==> config.mk <==
export PLATFORM = sky130hd
export DESIGN_NAME = prog_loader
export DESIGN_NICKNAME = d
export VERILOG_FILES = /design/src/rtl/prog_loader.sv
export SDC_FILE = /design/constraint.sdc
export NUM_CORES = 1
export LEC_CHECK = 0
export BUFFER_PORTS_ARGS = -buffer_cell sky130_fd_sc_hd__clkbuf_2
export CAP_MARGIN = 20
export CORE_AREA = 2 2 79 81
export CTS_CLUSTER_DIAMETER = 40
export DETAILED_ROUTE_END_ITERATION = 16
export DIE_AREA = 0 0 81 83
export PLACE_DENSITY = 0.77
export SYNTH_ARGS = -nofsm -noshare
export SYNTH_HDL_FRONTEND = slang
export SYNTH_SLANG_ARGS = --single-unit
==> constraint.sdc <==
create_clock -name clk -period 2.2 [get_ports clk]
set_input_delay 0.11 -clock clk [delete_from_list [all_inputs] [get_ports clk]]
set_output_delay 0.11 -clock clk [all_outputs]
set_load 0.005 [all_outputs]
==> src/rtl/prog_loader.sv <==
// Program loader: streams words from a ready/valid source into MEM through an
// mfc handshake, and holds the CPU in reset until a complete load has finished.
//
// state       | meaning
// ------------+------------------------------------------------------------
// S_WAIT_WORD | in_ready high, waiting for the next program word
// S_WRITE     | first cycle of the MEM write, address/data driven from latches
// S_WAIT_MFC  | write held until mfc, or until the timeout expires
// S_DONE      | load complete, CPU released; waits for reload
// S_ERROR     | timeout or overflow, CPU held in reset; waits for reload
module prog_loader #(
    parameter logic [15:0] BASE_ADDR   = 16'h0000,
    parameter int unsigned MAX_WORDS   = 256,
    parameter int unsigned MFC_TIMEOUT = 15
) (
    input  logic        clk,
    input  logic        reset,
    input  logic        reload,
    input  logic        in_valid,
    input  logic [15:0] in_data,
    input  logic        in_last,
    output logic        in_ready,
    output logic [15:0] mem_addr,
    output logic [15:0] mem_data,
    output logic        mem_en,
    output logic        mem_rw,
    input  logic        mfc,
    output logic        cpu_reset,
    output logic        load_done,
    output logic        load_err,
    output logic [15:0] word_count
);

    localparam logic [15:0] MAX_W    = 16'(MAX_WORDS);
    localparam logic [7:0]  TMO_LAST = 8'(MFC_TIMEOUT - 1);

    typedef enum logic [2:0] {
        S_WAIT_WORD,
        S_WRITE,
        S_WAIT_MFC,
        S_DONE,
        S_ERROR
    } state_t;

    state_t      state_q, state_d;
    logic [15:0] addr_q, addr_d;
    logic [15:0] data_q, data_d;
    logic        last_q, last_d;
    logic [15:0] count_q, count_d;
    logic [7:0]  tmo_q, tmo_d;

    always_ff @(posedge clk or negedge reset) begin
        if (!reset) begin
            state_q <= S_WAIT_WORD;
            addr_q  <= 16'h0000;
            data_q  <= 16'h0000;
            last_q  <= 1'b0;
            count_q <= 16'h0000;
            tmo_q   <= 8'h00;
        end else begin
            state_q <= state_d;
            addr_q  <= addr_d;
            data_q  <= data_d;
            last_q  <= last_d;
            count_q <= count_d;
            tmo_q   <= tmo_d;
        end
    end

    always_comb begin
        state_d = state_q;
        addr_d  = addr_q;
        data_d  = data_q;
        last_d  = last_q;
        count_d = count_q;
        tmo_d   = tmo_q;
        case (state_q)
            S_WAIT_WORD: begin
                if (in_valid) begin
                    addr_d  = BASE_ADDR + count_q;
                    data_d  = in_data;
                    last_d  = in_last;
                    state_d = S_WRITE;
                end
            end
            S_WRITE: begin
                tmo_d   = 8'h00;
                state_d = S_WAIT_MFC;
            end
            S_WAIT_MFC: begin
                if (mfc) begin
                    count_d = count_q + 16'd1;
                    // a flagged last word wins over the overflow check
                    if (last_q)
                        state_d = S_DONE;
                    else if (count_d == MAX_W)
                        state_d = S_ERROR;
                    else
                        state_d = S_WAIT_WORD;
                end else if (tmo_q == TMO_LAST) begin
                    state_d = S_ERROR;
                end else begin
                    tmo_d = tmo_q + 8'd1;
                end
            end
            S_DONE, S_ERROR: begin
                if (reload) begin
                    count_d = 16'h0000;
                    tmo_d   = 8'h00;
                    state_d = S_WAIT_WORD;
                end
            end
            default: state_d = S_WAIT_WORD;
        endcase
    end

    // every output is a state decode or a flop, so in_valid/mfc never reach them combinationally
    assign in_ready   = (state_q == S_WAIT_WORD);
    assign mem_en     = (state_q == S_WRITE) || (state_q == S_WAIT_MFC);
    assign mem_rw     = mem_en;
    assign mem_addr   = addr_q;
    assign mem_data   = data_q;
    assign cpu_reset  = (state_q != S_DONE);
    assign load_done  = (state_q == S_DONE);
    assign load_err   = (state_q == S_ERROR);
    assign word_count = count_q;

endmodule

==> flow_summary.toml <==
[status]
status = "finished, final reports clean"

[critical_path]
cpPeakStageDelay_ns = 0.46
crit_fanout = 7
crit_path_end_kind = "flip-flop"
worst-r2r-cell-count = 8
r2r_slack_ns = 0.12
worstSetupPathType = "reg -> reg"
cp.required_ns = 2.44
crit_chain = "inv_1, ha_1, or4b_1, or4_4, o21ai_2, buf_4, nand2_1, o31ai_1"
arrival_ns = 2.33
worst_setup_path_start_kind = "flip-flop"
r2r_end = "tmo_q[1]"
critPathTopFamily = "simple AND/OR/NAND/NOR gates"
crit_buf_inv = 2
r2r-start = "tmo_q[0]"
critPathSlowestCell = "or4_4"

[global_routing]
grt_pass1_vias = 2555
grt_pass1_wl_microns = 12100
gr-total-overflow = 0
grt_antenna_before_repair = 0
grt_max_degree = 31
grt_usage_pct = 23.1

[power]
vdd_drop_max_uv = 673
power.density_nw_per_um2 = 1070
p_leak_nw = 1.89

[route]
drtIter0Drc = 131
via_count = 2644
drtPass1Iterations = 4
wire_per_inst_microns = 15.7
route.detailed.drc = 0
routed_wl_microns = 7430
avgViaCountPerCell = 5.58
postRouteAntennaNets = 0

[logic_synthesis]
synth.cell_area_sq_um = 3040
yosysMostFrequentCell = "dfrtp_1"
synthArstFlopShare_pct = 100
synth.distinct_cells = 50
synth_top_area_share_pct = 49.4
synth_flop_cell = "dfrtp_1"
seq_area_frac_synth_pct = 49.4
synth_common_cells = "60 x dfrtp_1, 30 x mux2_1, 23 x o21ai_1"
ys_ff_latch = 60
yosysTopAreaCell = "dfrtp_1"
synth_cells = 292
syn_avg_cell_area_sq_um = 10.4
synth_enable_flop_cells = 0
ys_top_cells_by_area = "dfrtp_1 49%, mux2_1 11%, o21ai_1 3.8%, nand2_1 2.7%, nor2_1 2.2%"
syn_nets = 317
yosysWarningCount = 0

[timing]
max_freq_mhz = 480
slew_viol_final = 0
relSlewSlack_pct = 52.4
finalSetupViolCount = 0
period_share_pct = 94.6
finalHoldViolations = 0
min_period_ns = 2.08
tightest_slew_ns = 0.714
skew_ns = 0.00459
fin_ws_ns = 0.118
fin_worst_hold_slack_ns = 0.0109

[final_layout]
fin_area_sq_um = 3980
area_delta_synth_final_pct = 30.8
final_core_util_pct = 68.4
insertedDiodeCount = 0
layoutNonFillerInstCount = 474
nNetsFinal = 420
nFillCells = 463
final_layout_size_suffix_gt1_share_pct = 31.8

[die]
core.rowCount = 28
die-area_sq_um = 6720
pin_count = 76
die_x_microns = 81
start_util_pct = 52.3
fp.coreArea_sq_um = 5820
die_y_microns = 83

[placed_design]
place_congestion = 0.956
place_area_sq_um = 3560
dp_slack_ns = 0.0300
io_buffers = 75
numPlacedInstances = 440
hpwl_microns = 4970

[hold_path]
hp-start = "in_data[15]"
min_to = "mem_data[15]"
hold_depth = 2
hp-class = "in -> reg"

[clock_tree]
clock_path_buffers = 2
clkTransAtPathRegs_ns = 0.07
cts_buffers = 9
h-tree-depth = 3
cts_tree = "built"
clkLatencyLatePin_ns = 0.33
clock_sinks = 60
cts_root_buffer = "clkbuf_8"

[job]
max_cap_violations = 0
area by class of cell:
type / count / area [sq um] / area share (%)
Sequential cell: 60 / 1500 / 37.7
Multi-Input combinational cell: 207 / 1440 / 36.1
Timing Repair Buffer: 110 / 686 / 17.2
Clock buffer: 12 / 165 / 4.15
Tap cell: 75 / 93.8 / 2.36
Clock inverter: 3 / 68.8 / 1.73
Inverter: 7 / 26.3 / 0.660
worst register-to-register path: cells and delay by family, from the launching register on:
kind / cells / cell delay [ns]
adders and majority gates: 1 / 0.13
AOI/OAI and AO/OA: 2 / 0.23
DFF: 1 / 0.42
and+or+nand+nor: 3 / 0.95
buffers and inverters: 2 / 0.26
repair_timing:
item                       in CTS  in global routing
gates resized for setup         0                  2
buffers inserted                0                  3
setup endpoints to repair       0                  7
hold endpoints to repair       39                  0
hold buffers                   14                  0
state kept, by name, summed over array words and instances, names as in the netlist:
signal,flops
mem_data,16
word_count,16
tmo_q,8
mem_addr,16
state_q,3
last_q,1
where the power goes:
group / total [mW] / internal, mW / switching, mW
clock: 1.15 / 0.726 / 0.420
sequential: 1.54 / 1.35 / 0.194
combinational: 1.56 / 0.742 / 0.819
metal layers:
layer | GRT usage [%] | up-vias | wire length (microns) | part of all wire (%)
met3 | 6.09 | 12 | 356 | 4.8
met1 | 28.6 | 1297 | 3080 | 41
met5 | 0 | - | 0 | 0
met2 | 38.6 | 78 | 3900 | 52
met4 | 7.55 | 0 | 95 | 1.3
li1 | - | 1257 | - | -
placed cells by master, fill, tap and decap left out, types with 6 or more instances in the layout:
cell / instances
nand2_1: 22
a21oi_1: 10
o21ai_1: 23
buf_4: 20
o21ai_0: 9
dfrtp_1: 60
nand3_1: 13
nor2_1: 18
o31ai_1: 6
clkbuf_8: 12
inv_1: 7
mux2_1: 30
dlygate4sd3_1: 14
clkbuf_2: 75
cell families after synthesis:
family                   after synthesis  share of synthesized area (%)
AO/OA/AOI/OAI                         66                           13.7
XOR/XNOR                               4                           1.15
adder cells (fa/ha/maj)                3                           1.23
buffers and inverters                 26                           3.87
flip-flops                            60                           49.4
multiplexers                          38                           13.9
AND/OR/NAND/NOR                       95                           16.9
per-stage QoR:
step	TNS, ns	power (mW)
after CTS	0	4.17
after global placement	0	2.91
after floorplan	0	2.43
after detailed placement	0	2.99
final	0	4.25
after global routing	-0.0250	4.51
worst max path at each step:
stage                          start       endpoint  slack (ns)  cells past startpoint
after CTS                 state_q[2]  word_count[2]        0.01                      6
after detailed placement  state_q[2]  word_count[2]        0.03                      6
after floorplan             tmo_q[0]     state_q[2]        0.24                      8
after global placement      tmo_q[0]       tmo_q[6]        0.12                      7
final                       tmo_q[0]       tmo_q[1]        0.12                      8
after global routing        tmo_q[0]       tmo_q[5]       -0.01                      7
Note: power is estimated with default switching activity, not from simulation.
